**config.mk**
```make
export PLATFORM = sky130hd
export DESIGN_NAME = fb_rect_fill_flat
export DESIGN_NICKNAME = d
export VERILOG_FILES = /design/src/rtl/fb_rect_fill_if.sv /design/src/rtl/fb_rect_fill.sv /design/src/flat_wrapper.sv
export SDC_FILE = /design/constraint.sdc
export NUM_CORES = 1
export LEC_CHECK = 0
export CELL_PAD_IN_SITES_DETAIL_PLACEMENT = 1
export CELL_PAD_IN_SITES_GLOBAL_PLACEMENT = 2
export CORE_UTILIZATION = 30
export CTS_BUF_LIST = sky130_fd_sc_hd__clkbuf_8
export DETAILED_ROUTE_END_ITERATION = 6
export GPL_TIMING_DRIVEN = 0
export PLACE_DENSITY_LB_ADDON = 0.3
export SKIP_CTS_REPAIR_TIMING = 1
export SKIP_LAST_GASP = 1
export SLEW_MARGIN = 0
export SYNTH_ARGS = -nofsm -noshare
export SYNTH_HDL_FRONTEND = slang
export SYNTH_SLANG_ARGS = --single-unit
```
**constraint.sdc**
```tcl
create_clock -name clk -period 3.13 [get_ports clk]
set_input_delay 0.7825 -clock clk [delete_from_list [all_inputs] [get_ports clk]]
set_output_delay 0.7825 -clock clk [all_outputs]
set_load 0.005 [all_outputs]
```
**src/rtl/fb_rect_fill_if.sv**
```systemverilog
// Command handshake and framebuffer write port of the rectangle-fill engine.
// The master side issues commands and owns the RAM stall; the slave side is the fill engine.
interface fb_rect_fill_if #(
  parameter int ADDR_W  = 15,
  parameter int COLOR_W = 8
);
  logic               cmd_valid;
  logic               cmd_ready;
  logic [7:0]         cmd_x;
  logic [6:0]         cmd_y;
  logic [7:0]         cmd_w;
  logic [6:0]         cmd_h;
  logic [COLOR_W-1:0] cmd_color;
  logic               fb_we;
  logic [ADDR_W-1:0]  fb_addr;
  logic [COLOR_W-1:0] fb_wdata;
  logic               fb_stall;
  logic               busy;
  logic               done;

  modport master (
    output cmd_valid, cmd_x, cmd_y, cmd_w, cmd_h, cmd_color, fb_stall,
    input  cmd_ready, fb_we, fb_addr, fb_wdata, busy, done
  );

  modport slave (
    input  cmd_valid, cmd_x, cmd_y, cmd_w, cmd_h, cmd_color, fb_stall,
    output cmd_ready, fb_we, fb_addr, fb_wdata, busy, done
  );
endinterface

```
**src/rtl/fb_rect_fill.sv**
```systemverilog
// Rectangle fill for the 160x120 palette framebuffer: clips one command, then
// writes its pixels in raster order, one per unstalled cycle.
module fb_rect_fill #(
  parameter int FB_W    = 160,
  parameter int FB_H    = 120,
  parameter int ADDR_W  = 15,
  parameter int COLOR_W = 8
) (
  input  logic           clk,
  input  logic           rst,
  fb_rect_fill_if.slave  bus
);

  typedef enum logic [1:0] {IDLE, CLIP, FILL, DONE} state_t;

  localparam logic [8:0]      FB_W9  = 9'(FB_W);
  localparam logic [7:0]      FB_H8  = 8'(FB_H);
  localparam logic [ADDR_W:0] FB_WB  = (ADDR_W+1)'(FB_W);

  state_t             state;
  logic               cmd_ready;
  logic               fb_we;
  logic [ADDR_W-1:0]  fb_addr;
  logic [COLOR_W-1:0] fb_wdata;
  logic               busy;
  logic               done;

  logic [7:0]         x_q;
  logic [6:0]         y_q;
  logic [7:0]         w_q;
  logic [6:0]         h_q;
  logic [COLOR_W-1:0] color_q;
  logic [8:0]         xe_q;
  logic [7:0]         ye_q;
  logic [7:0]         cur_x;
  logic [6:0]         cur_y;
  logic [ADDR_W:0]    row_base;

  logic [8:0]         x_sum;
  logic [7:0]         y_sum;
  logic [8:0]         xe_calc;
  logic [7:0]         ye_calc;
  logic               empty;
  logic [ADDR_W:0]    base_calc;
  logic [ADDR_W:0]    next_base;
  logic               row_end;
  logic               last_row;

  assign x_sum   = {1'b0, x_q} + {1'b0, w_q};
  assign y_sum   = {1'b0, y_q} + {1'b0, h_q};
  assign xe_calc = (x_sum > FB_W9) ? FB_W9 : x_sum;
  assign ye_calc = (y_sum > FB_H8) ? FB_H8 : y_sum;
  assign empty   = ({1'b0, x_q} >= FB_W9) || ({1'b0, y_q} >= FB_H8) ||
                   (w_q == 8'd0) || (h_q == 7'd0);

  // y*160 as y*128 + y*32; the shift amounts assume the 160-pixel row pitch.
  assign base_calc = (ADDR_W+1)'({y_q, 7'b0}) + (ADDR_W+1)'({y_q, 5'b0}) +
                     (ADDR_W+1)'(x_q);
  assign next_base = row_base + FB_WB;
  assign row_end   = (({1'b0, cur_x} + 9'd1) == xe_q);
  assign last_row  = (({1'b0, cur_y} + 8'd1) == ye_q);

  always_ff @(posedge clk or negedge rst) begin
    if (!rst) begin
      state     <= IDLE;
      cmd_ready <= 1'b1;
      fb_we     <= 1'b0;
      fb_addr   <= '0;
      fb_wdata  <= '0;
      busy      <= 1'b0;
      done      <= 1'b0;
      x_q       <= '0;
      y_q       <= '0;
      w_q       <= '0;
      h_q       <= '0;
      color_q   <= '0;
      xe_q      <= '0;
      ye_q      <= '0;
      cur_x     <= '0;
      cur_y     <= '0;
      row_base  <= '0;
    end else begin
      done <= 1'b0;
      case (state)
        IDLE: begin
          if (bus.cmd_valid) begin
            x_q       <= bus.cmd_x;
            y_q       <= bus.cmd_y;
            w_q       <= bus.cmd_w;
            h_q       <= bus.cmd_h;
            color_q   <= bus.cmd_color;
            cmd_ready <= 1'b0;
            busy      <= 1'b1;
            state     <= CLIP;
          end
        end
        CLIP: begin
          xe_q <= xe_calc;
          ye_q <= ye_calc;
          if (empty) begin
            done  <= 1'b1;
            state <= DONE;
          end else begin
            cur_x    <= x_q;
            cur_y    <= y_q;
            row_base <= base_calc;
            fb_addr  <= base_calc[ADDR_W-1:0];
            fb_wdata <= color_q;
            fb_we    <= 1'b1;
            state    <= FILL;
          end
        end
        FILL: begin
          // Everything holds while the arbiter stalls the write port.
          if (!bus.fb_stall) begin
            if (row_end && last_row) begin
              fb_we <= 1'b0;
              done  <= 1'b1;
              state <= DONE;
            end else if (row_end) begin
              cur_x    <= x_q;
              cur_y    <= cur_y + 7'd1;
              row_base <= next_base;
              fb_addr  <= next_base[ADDR_W-1:0];
            end else begin
              cur_x   <= cur_x + 8'd1;
              fb_addr <= fb_addr + ADDR_W'(1);
            end
          end
        end
        DONE: begin
          cmd_ready <= 1'b1;
          busy      <= 1'b0;
          state     <= IDLE;
        end
        default: state <= IDLE;
      endcase
    end
  end

  assign bus.cmd_ready = cmd_ready;
  assign bus.fb_we     = fb_we;
  assign bus.fb_addr   = fb_addr;
  assign bus.fb_wdata  = fb_wdata;
  assign bus.busy      = busy;
  assign bus.done      = done;

endmodule

```
**src/flat_wrapper.sv**
```systemverilog
// flat-port wrapper written by rule: the top's interface ports become plain ports
module fb_rect_fill_flat 
#(
  parameter int FB_W    = 160,
  parameter int FB_H    = 120,
  parameter int ADDR_W  = 15,
  parameter int COLOR_W = 8
)
  (clk, rst, bus_cmd_valid, bus_cmd_x, bus_cmd_y, bus_cmd_w, bus_cmd_h, bus_cmd_color, bus_fb_stall, bus_cmd_ready, bus_fb_we, bus_fb_addr, bus_fb_wdata, bus_busy, bus_done);
  fb_rect_fill_if #(.ADDR_W(ADDR_W), .COLOR_W(COLOR_W)) bus_i ();
  input  logic clk;
  input  logic rst;
  input wire logic [$bits(bus_i.cmd_valid)-1:0] bus_cmd_valid;
  input wire logic [$bits(bus_i.cmd_x)-1:0] bus_cmd_x;
  input wire logic [$bits(bus_i.cmd_y)-1:0] bus_cmd_y;
  input wire logic [$bits(bus_i.cmd_w)-1:0] bus_cmd_w;
  input wire logic [$bits(bus_i.cmd_h)-1:0] bus_cmd_h;
  input wire logic [$bits(bus_i.cmd_color)-1:0] bus_cmd_color;
  input wire logic [$bits(bus_i.fb_stall)-1:0] bus_fb_stall;
  output wire logic [$bits(bus_i.cmd_ready)-1:0] bus_cmd_ready;
  output wire logic [$bits(bus_i.fb_we)-1:0] bus_fb_we;
  output wire logic [$bits(bus_i.fb_addr)-1:0] bus_fb_addr;
  output wire logic [$bits(bus_i.fb_wdata)-1:0] bus_fb_wdata;
  output wire logic [$bits(bus_i.busy)-1:0] bus_busy;
  output wire logic [$bits(bus_i.done)-1:0] bus_done;
  assign bus_i.cmd_valid = bus_cmd_valid;
  assign bus_i.cmd_x = bus_cmd_x;
  assign bus_i.cmd_y = bus_cmd_y;
  assign bus_i.cmd_w = bus_cmd_w;
  assign bus_i.cmd_h = bus_cmd_h;
  assign bus_i.cmd_color = bus_cmd_color;
  assign bus_i.fb_stall = bus_fb_stall;
  assign bus_cmd_ready = bus_i.cmd_ready;
  assign bus_fb_we = bus_i.fb_we;
  assign bus_fb_addr = bus_i.fb_addr;
  assign bus_fb_wdata = bus_i.fb_wdata;
  assign bus_busy = bus_i.busy;
  assign bus_done = bus_i.done;
  fb_rect_fill #(.FB_W(FB_W), .FB_H(FB_H), .ADDR_W(ADDR_W), .COLOR_W(COLOR_W)) u_core (.clk(clk), .rst(rst), .bus(bus_i));
endmodule
```
==> results by group, run 1 <==
Run status
  • Result of the run: complete, no violations

Power and ir drop
  • Total power draw: ~11,000 µW
  • Leakage power of the design: 0.003560 µW
  • Largest vdd supply drop: 0.4276 mV
  • Internal power: around 6000 µW
  • Part of the power in combinational logic: 0.602
  • PwrDens: 1323 mW/mm²
  • Fraction of power spent switching nets: 0.4770
  • Relative contribution of sequential cells to total power: 0.272
  • Net Sw Power: between 5000 and 6000 µW
  • Clock Power Share: 0.127

Detailed routing
  • Routed wirelength normalized by instance count: 19.41 µm
  • Residual antenna-violating net count after detailed routing: 0
  • Total via count in the routed design: just under 6,000
  • Number of iterations in the first detailed-routing pass: 6
  • Average vias per placed instance: between 5 and 6
  • Initial drt markers: around 240
  • Routed Wire Length: about 22,000 µm
  • Post-route DRC: 0

Cells and area
  • Leading cell type in the layout, fill and taps excluded: dfrtp_1
  • Post-layout net count: roughly 900
  • Area growth from synthesis to layout: 24.80%
  • Leading registers by flop count: u_core.bus.fb_addr (15), u_core.row_base (15), u_core.xe_q (9)
  • Share of post-route cells with drive strength above 1: 0.1633
  • N_diodes: 0
  • Highest-count cells in the layout ignoring fill and taps: dfrtp_1 (110), clkdlybuf4s50_1 (67), nand2_1 (64), a21oi_1 (53), nor2_1 (51)
  • Core utilization of the finished layout: 0.3808

Synthesis
  • Ys async rst share: 1.000
  • Synth Instances: between 700 and 800
  • Nets in the synthesized netlist: 796
  • EDFF count, synth: 0
  • Total standard cell area after synthesis: between 0.006 and 0.007 mm²
  • Proportion of synthesized chip area in sequential cells: 0.4131
  • Distinct cell type count of the synthesized netlist: 68
  • YS warnings: 0
  • Average cell area after synthesis: between 9 and 10 µm²
  • Synthesized flop and latch total: around 110
  • Top_reg_cell synth: dfrtp_1

Clock network
  • Clock transition at the registers of the reported paths: approximately 0.09 ns
  • Sinks on Clock Net: 114
  • Clock tree from TritonCTS: built
  • Count of H-tree levels built during CTS: 4
  • Inserted Clock Buffers: 17
  • Master cell of the clock root buffer: clkbuf_8
  • Clock insertion delay at the later pin of the skew report: roughly 0.46 ns
  • Maximum clock insertion buffer count: 2

Job
  • Number of max-cap violations: 0

Floorplanning
  • I/O pin count: approximately 70
  • Core Rows: 55
  • Full die area: roughly 0.024 mm²
  • DIE WIDTH: 153.7 µm
  • Floorplan die height: approximately 150 µm
  • Effective utilization at floorplan: 0.3051
  • Core Area: 0.02264 mm²

Critical path
  • Sort of element at the end of the critical path: register
  • Max Fanout on Critical Path: 10
  • Critical path class: reg -> reg
  • WP data arrival: approximately 3.4 ns
  • Crit path launch type: register
  • Data required time at the worst endpoint: about 3.5 ns

Global route
  • Maximum number of pins on one net before global-route repair: 73
  • Antenna violations before repair: 0
  • First-pass GRT wire length: 34,670 µm
  • Via count of the first global-routing pass: 6,344
  • Total routing usage reported by global routing: 0.1887
  • GRT overflow: 0

Timing
  • Post-layout minimum cycle time: 3.060 ns
  • Worst Tran Pin Value: roughly 0.73 ns
  • Final worst hold slack: about 0.24 ns
  • Unrepaired setup endpoints after global routing: true
  • Skew final: about 0.016 ns
  • Setup tns final: 0 ns
  • Max_slew headroom: 0.5128
  • Max-slew violation count: 0
  • Hold violation count in the final report: 0
  • Maximum clock frequency: about 330 MHz
  • Final critical-path share of the clock period: 0.9775
  • Final setup violation count: 0

Hold path
  • Worst hold path type: in -> async

Placement
  • Number of buffers inserted by port buffering: a little under 70
  • Placed wire-length estimate: 16,020 µm
  • Final weighted congestion of routability-driven global placement: about 0.81
## cells by family after synthesis
kind of cell | after synthesis | synth area share
XOR/XNOR | 53 | 0.06720
multiplexers | 58 | 0.09328
AND/OR/NAND/NOR | 198 | 0.1375
AO/OA/AOI/OAI | 197 | 0.1853
adder cells (fa/ha/maj) | 35 | 0.06774
buffers and inverters | 64 | 0.03586
flip-flops | 114 | 0.4132
## worst max-delay path, stage by stage, from the launching register on
cell and delay (ns):
dfrtp_1 0.45, ha_4 0.20, nand3_4 0.11, or4_4 0.43, a211o_1 0.37, a2111o_1 0.56, o31ai_4 0.26, buf_6 0.16
buf_4 0.21, nor2_1 0.07, a21oi_1 0.16
## power groups by stage
stage	logic (µW)	registers (µW)	clock network, µW
finish	6860	3100	1440
global route	7630	3220	1540
CTS	6540	3090	1480
detailed placement	6490	3110	0
global placement	6250	3070	0
floorplan	4660	2790	0
## cell usage after synthesis (all sizes together), types with 6 or more instances
library cell	count	area (µm²)
a21o	9	67.56
clkbuf	24	90.09
nor3	9	45.04
o21a	6	45.04
ha	31	387.9
or4	6	45.04
o211ai	11	82.58
nand2	65	244.0
xnor2	33	289.0
dfrtp	113	2828
xor2	20	175.2
o21ai	44	224.0
o22a	6	52.55
inv	31	116.4
buf	8	37.54
and3	10	62.56
mux2i	7	70.07
nand3	18	95.09
mux2	51	574.3
o22ai	9	56.30
a21oi	54	270.3
nor2	51	191.4
a31oi	14	87.58
## metal layers
layer / global-route usage / routed length, µm / vias to the layer above
li1: - / - / 2802
met1: 0.2433 / 9839 / 2959
met2: 0.3234 / 10780 / 119
met3: 0.03439 / 764 / 23
met4: 0.05000 / 316 / 0
met5: 0 / 0 / -
## final timing paths
kind	from	endpoint	slack, ns	depth (start not counted)
max	u_core.cur_x[1]	u_core.bus.fb_addr[6]	0.07	10
min	rst	u_core.bus.fb_addr[14]	0.24	1
max reg2reg	u_core.cur_x[1]	u_core.bus.fb_addr[6]	0.07	10
min reg2reg	u_core.color_q[6]	u_core.bus.fb_wdata[6]	0.51	1
max in group asynchronous	rst	u_core.w_q[1]	2.14	2
min in group clk	u_core.color_q[6]	u_core.bus.fb_wdata[6]	0.51	1
## cell type report
| type | instances | area [µm²] |
|---|---|---|
| flip-flops and latches | 114 | 2858 |
| well taps | 285 | 356.6 |
| inverters | 32 | 120.1 |
| clock buffers | 17 | 234.0 |
| fillers | 2560 | 14020 |
| multi-input cells | 541 | 3910 |
| repair buffers | 84 | 820.8 |
| plain buffers | 30 | 161.4 |
| clock inverters | 15 | 160.2 |
## metrics by stage
step	instances	worst slack [ns]	instance area (µm²)
finish	1118	0.07031	8621
global route	1118	-0.1325	8621
CTS	1105	-0.6945	8368
detailed placement	1073	-0.6658	7974
global placement	1072	-3.347	7945
floorplan	719	0.2507	6908
No activity file was read; power rests on OpenSTA's default activity.
==> run 2: changes to the inputs <==
CORE_MARGIN = 2   (was default)
SETUP_SLACK_MARGIN = 0.4   (was default)
==> run 2 against run 1 <==
First-iteration DRC count down 11%. Fmax up 1.4%. Clock-buffer cell count up 4. Cell count up 1.6%. Global-route usage down 0.50 points. Sequential power about the same. Clock power up 17%. Combinational power up 13%. Flip-flop and latch count unchanged. Critical path depth down 1. Largest cell class unchanged. Largest power group unchanged. Highest routed layer unchanged.
==> results by group, run 2 (synthesized netlist as in run 1, its figures left out) <==
Power and ir drop
  • Relative contribution of sequential cells to total power: 0.249
  • PwrDens: approximately 1400 mW/mm²
  • Net Sw Power: 5699 µW
  • Largest vdd supply drop: between 0.4 and 0.5 mV
  • Clock Power Share: 0.134
  • Part of the power in combinational logic: 0.617
  • Leakage power of the design: ~0.0038 µW
  • Internal power: roughly 6900 µW
  • Fraction of power spent switching nets: 0.4533
  • Total power draw: between 10,000 and 15,000 µW

Detailed routing
  • Routed Wire Length: about 22,000 µm
  • Routed wirelength normalized by instance count: between 15 and 20 µm
  • Initial drt markers: 210
  • Residual antenna-violating net count after detailed routing: 0
  • Total via count in the routed design: between 6,000 and 7,000
  • Average vias per placed instance: about 5.3
  • Post-route DRC: 0
  • Number of iterations in the first detailed-routing pass: 4

Timing
  • Hold violation count in the final report: 0
  • Max-slew violation count: 0
  • Setup tns final: 0 ns
  • Final setup violation count: 0
  • Max_slew headroom: 0.4972
  • Skew final: roughly 0.017 ns
  • Worst Tran Pin Value: roughly 0.75 ns
  • Post-layout worst setup margin: around 0.11 ns
  • Post-layout minimum cycle time: around 3 ns
  • Unrepaired setup endpoints after global routing: true
  • Final critical-path share of the clock period: 0.9637
  • Maximum clock frequency: approximately 330 MHz

Placement
  • Final weighted congestion of routability-driven global placement: 0.7894
  • Number of buffers inserted by port buffering: 68
  • Placed wire-length estimate: about 16,000 µm
  • Worst setup slack after placement: -0.3162 ns

Critical path
  • WP data arrival: approximately 3.4 ns
  • Max Fanout on Critical Path: 7
  • Critical path class: reg -> reg
  • Sort of element at the end of the critical path: register
  • Data required time at the worst endpoint: between 3 and 4 ns
  • Crit path launch type: register

Cells and area
  • Count of fill cells added during filler insertion: 2,500
  • Area growth from synthesis to layout: 33.38%
  • Post-layout net count: 915
  • N_diodes: 0
  • Highest-count cells in the layout ignoring fill and taps: dfrtp_1 (108), clkdlybuf4s50_1 (67), nand2_1 (56), mux2_2 (50), nor2_1 (43)
  • Leading cell type in the layout, fill and taps excluded: dfrtp_1
  • Leading registers by flop count: u_core.bus.fb_addr (15), u_core.row_base (15), u_core.xe_q (9)
  • Share of post-route cells with drive strength above 1: 0.2303

Clock network
  • Clock insertion delay at the later pin of the skew report: 0.46 ns
  • Clock tree from TritonCTS: built
  • Sinks on Clock Net: around 110
  • Maximum clock insertion buffer count: 2
  • Master cell of the clock root buffer: clkbuf_8
  • Clock transition at the registers of the reported paths: approximately 0.090 ns
  • Count of H-tree levels built during CTS: 4
  • Inserted Clock Buffers: 17

Floorplanning
  • DIE WIDTH: 155.7 µm
  • I/O pin count: 69
  • Floorplan die height: ~160 µm
  • Full die area: roughly 0.024 mm²
  • Core Area: 0.02264 mm²
  • Core Rows: 55
  • Effective utilization at floorplan: 0.3051

Global route
  • Via count of the first global-routing pass: roughly 6,300
  • Total routing usage reported by global routing: 0.1837
  • First-pass GRT wire length: approximately 35,000 µm
  • Antenna violations before repair: 0
  • Maximum number of pins on one net before global-route repair: approximately 70
  • GRT overflow: 0

Job
  • Number of max-cap violations: 0

Run status
  • Result of the run: complete, no violations

Hold path
  • Worst hold path type: in -> async
[run 2: cell types whose count changed in the layout (fill, tap and decap cells not counted), sizes merged]
| cell | previous run | this run |
|---|---|---|
| buf | 25 | 46 |
| bufinv | 1 | 5 |
| clkbuf | 39 | 40 |
| clkinv | 2 | 3 |
| inv | 42 | 33 |
[run 2: path summary, 6_finish.rpt]
kind / from / depth (start not counted) / slack, ns / endpoint
setup / recovery: u_core.cur_x[0] / 9 / 0.11 / u_core.bus.done
hold / removal: rst / 1 / 0.26 / u_core.bus.fb_addr[9]
setup reg to reg: u_core.cur_x[0] / 9 / 0.11 / u_core.bus.done
hold reg to reg: u_core.color_q[0] / 1 / 0.51 / u_core.bus.fb_wdata[0]
max in group asynchronous: rst / 2 / 2.11 / u_core.bus.cmd_ready
min in group clk: u_core.color_q[0] / 1 / 0.51 / u_core.bus.fb_wdata[0]
[run 2: cell type report]
type / count / area (µm²) / share of cell area
Tap cell: 285 / 356.6 / 0.03870
Clock buffer: 21 / 289.0 / 0.03137
Sequential cell: 114 / 2860 / 0.3104
Clock inverter: 11 / 182.7 / 0.01983
Buffer: 32 / 230.2 / 0.02499
Timing Repair Buffer: 100 / 1045 / 0.1134
Inverter: 32 / 120.1 / 0.01304
Multi-Input combinational cell: 541 / 4130 / 0.4483
[run 2: stage by stage]
stage	hold WS, ns	util	cells	cell area (µm²)
2_1_floorplan	0.4497	-	719	6937
3_3_place_gp	0.4775	0.3522	1072	7974
3_5_place_dp	0.4928	0.3535	1073	8003
4_1_cts	0.2687	0.3743	1105	8474
5_1_grt	0.2765	0.4070	1136	9214
6_report	0.2599	0.4070	1136	9214
[run 2: power groups by stage]
stage	registers (µW)	logic, µW	clock network [µW]
2_1_floorplan	2800	4680	0
3_3_place_gp	3080	6330	0
3_5_place_dp	3120	6540	0
4_1_cts	3100	6600	1710
5_1_grt	3260	8470	1790
6_report	3130	7760	1690
[run 2: critical path: stages, from the launching register on]
cell	delay (ns)
dfrtp_2	0.43
ha_4	0.18
nand3_4	0.12
or4_4	0.44
a211o_4	0.36
a2111o_1	0.49
buf_6	0.19
or2_4	0.24
or3_4	0.33
a21boi_2	0.15
[run 2: routing by layer]
metal  wire (µm)  share of wire  vias to the layer above  global-route usage
li1            -              -                     2841                   -
met5           0              0                        -                   0
met4         234          0.010                        0             0.04281
met2       11170           0.50                      119              0.3167
met1       10150           0.45                     3044              0.2339
met3         902          0.040                       20             0.04278
==> run 3: changes to the inputs <==
PLACE_DENSITY_LB_ADDON = 0.1   (was 0.3)
==> run 3 against run 2 <==
Wire length rose by 3.3%. Clock-buffer cell count shrank 4. Via count is 0.48% lower. Non-clock buffer count grew 4. Clock power is 17% lower. Flip-flop and latch count unchanged. Sequential power about the same. Design area rose by 0.38%. Fmax hardly changed. Cell count increased by 0.35%. Register-to-register slack is essentially flat. Critical path depth is the same. Largest power group unchanged. Highest routed layer unchanged.
==> results by group, run 3 (synthesized netlist as in run 1, its figures left out) <==
Run status
  • Result of the run: complete, no violations

Clock network
  • Clock insertion delay at the later pin of the skew report: roughly 0.46 ns
  • Clock transition at the registers of the reported paths: roughly 0.090 ns
  • Maximum clock insertion buffer count: 2
  • Sinks on Clock Net: 114
  • Count of H-tree levels built during CTS: 4
  • Inserted Clock Buffers: 17
  • Clock tree from TritonCTS: built
  • Master cell of the clock root buffer: clkbuf_8

Cells and area
  • Area growth from synthesis to layout: 33.89%
  • Leading registers by flop count: u_core.bus.fb_addr (15), u_core.row_base (15), u_core.xe_q (9)
  • Count of non-filler cells in the finished layout: ~1,100
  • N_diodes: 0
  • Highest-count cells in the layout ignoring fill and taps: dfrtp_1 (104), clkdlybuf4s50_1 (67), nand2_1 (56), mux2_2 (50), nor2_1 (44)
  • Count of fill cells added during filler insertion: 2,526
  • Leading cell type in the layout, fill and taps excluded: dfrtp_1
  • Post-layout net count: between 900 and 1,000
  • Cell area after layout: around 0.009 mm²
  • Share of post-route cells with drive strength above 1: 0.2503

Placement
  • Placed wire-length estimate: approximately 17,000 µm
  • Number of buffers inserted by port buffering: 68
  • Cell count after placement: between 1,000 and 1,500
  • Worst setup slack after placement: -0.4368 ns
  • Placement-stage cell area: around 0.008 mm²
  • Final weighted congestion of routability-driven global placement: ~0.78

Global route
  • GRT overflow: 0
  • Maximum number of pins on one net before global-route repair: 77
  • Via count of the first global-routing pass: between 6,000 and 7,000
  • Antenna violations before repair: 0
  • First-pass GRT wire length: 35,700 µm
  • Total routing usage reported by global routing: 0.1919

Timing
  • Post-layout worst setup margin: around 0.11 ns
  • Skew final: roughly 0.02 ns
  • Maximum clock frequency: around 330 MHz
  • Max-slew violation count: 0
  • Final setup violation count: 0
  • Setup tns final: 0 ns
  • Final critical-path share of the clock period: 0.9633
  • Unrepaired setup endpoints after global routing: true
  • Hold violation count in the final report: 0
  • Worst Tran Pin Value: approximately 0.83 ns
  • Max_slew headroom: 0.4441
  • Post-layout minimum cycle time: 3.015 ns

Detailed routing
  • Initial drt markers: 178
  • Number of iterations in the first detailed-routing pass: 4
  • Average vias per placed instance: roughly 5.3
  • Residual antenna-violating net count after detailed routing: 0
  • Post-route DRC: 0
  • Total via count in the routed design: about 6,000
  • Routed wirelength normalized by instance count: ~20 µm
  • Routed Wire Length: roughly 23,000 µm

Critical path
  • Max Fanout on Critical Path: 7
  • Crit path launch type: register
  • WP data arrival: 3.38 ns
  • Data required time at the worst endpoint: about 3.5 ns
  • Sort of element at the end of the critical path: register
  • Critical path class: reg -> reg

Floorplanning
  • DIE WIDTH: ~160 µm
  • Core Rows: 55
  • I/O pin count: 69
  • Effective utilization at floorplan: 0.3051
  • Core Area: 0.02264 mm²
  • Full die area: ~0.024 mm²
  • Floorplan die height: approximately 160 µm

Power and ir drop
  • Largest vdd supply drop: a little under 0.4 mV
  • PwrDens: ~1300 mW/mm²
  • Leakage power of the design: 0.003783 µW

Job
  • Number of max-cap violations: 0

Hold path
  • Worst hold path type: in -> async
[run 3: cell types whose count changed in the layout (fill, tap and decap cells not counted), moves of 4 or more]
cell,delta
o21ai_0,-9
o21ai_1,+4
bufinv_16,-4
dfrtp_1,-4
o21ai_2,+4
clkbuf_8,-4
dfrtp_2,+4
inv_6,+5
[run 3: cell type report]
| class | count | area [µm²] | share of cell area |
|---|---|---|---|
| clock buffers | 17 | 234.0 | 0.02530 |
| flip-flops and latches | 114 | 2865 | 0.3098 |
| plain buffers | 32 | 229.0 | 0.02476 |
| inverters | 32 | 120.1 | 0.01299 |
| clock inverters | 15 | 150.1 | 0.01623 |
| repair buffers | 104 | 1065 | 0.1151 |
| multi-input cells | 541 | 4229 | 0.4573 |
| well taps | 285 | 356.6 | 0.03856 |
[run 3: stage by stage]
step | hold slack (ns) | total power (µW) | utilization
2_1_floorplan | 0.4497 | 7481 | -
3_3_place_gp | 0.4817 | 9516 | 0.3522
3_5_place_dp | 0.4944 | 9743 | 0.3535
4_1_cts | 0.2163 | 11200 | 0.3704
5_1_grt | 0.2173 | 13360 | 0.4085
6_report | 0.2163 | 12330 | 0.4085
[run 3: routing by layer]
layer	vias up	track usage	part of all wire
met5	-	0	0
met4	0	0.04238	0.018
met3	29	0.03667	0.025
met2	85	0.3283	0.49
met1	3023	0.2525	0.47
li1	2858	-	-
[run 3: worst paths after layout]
check	startpoint	end	slack (ns)	cells past startpoint
min reg2reg	u_core.color_q[2]	u_core.color_q[2]	0.51	1
min	rst	u_core.bus.fb_addr[12]	0.22	1
min in group clk	u_core.color_q[2]	u_core.color_q[2]	0.51	1
max in group asynchronous	rst	u_core.bus.cmd_ready	2.14	2
max reg2reg	u_core.cur_x[0]	u_core.bus.done	0.11	9
max	u_core.cur_x[0]	u_core.bus.done	0.11	9
[run 3: where the power goes]
group / total (µW) / internal, µW / switching [µW]
logic: 7770 / 3600 / 4170
clock network: 1410 / 651 / 759
registers: 3150 / 2240 / 913
[run 3: critical path, cell delays in order (launching register included)]
cell      delay, ns
dfrtp_2        0.41
ha_4           0.18
nand3_4        0.11
or4_4          0.43
a211o_1        0.32
a2111o_1       0.50
buf_6          0.18
or2_4          0.25
or3_1          0.33
a21boi_2       0.21
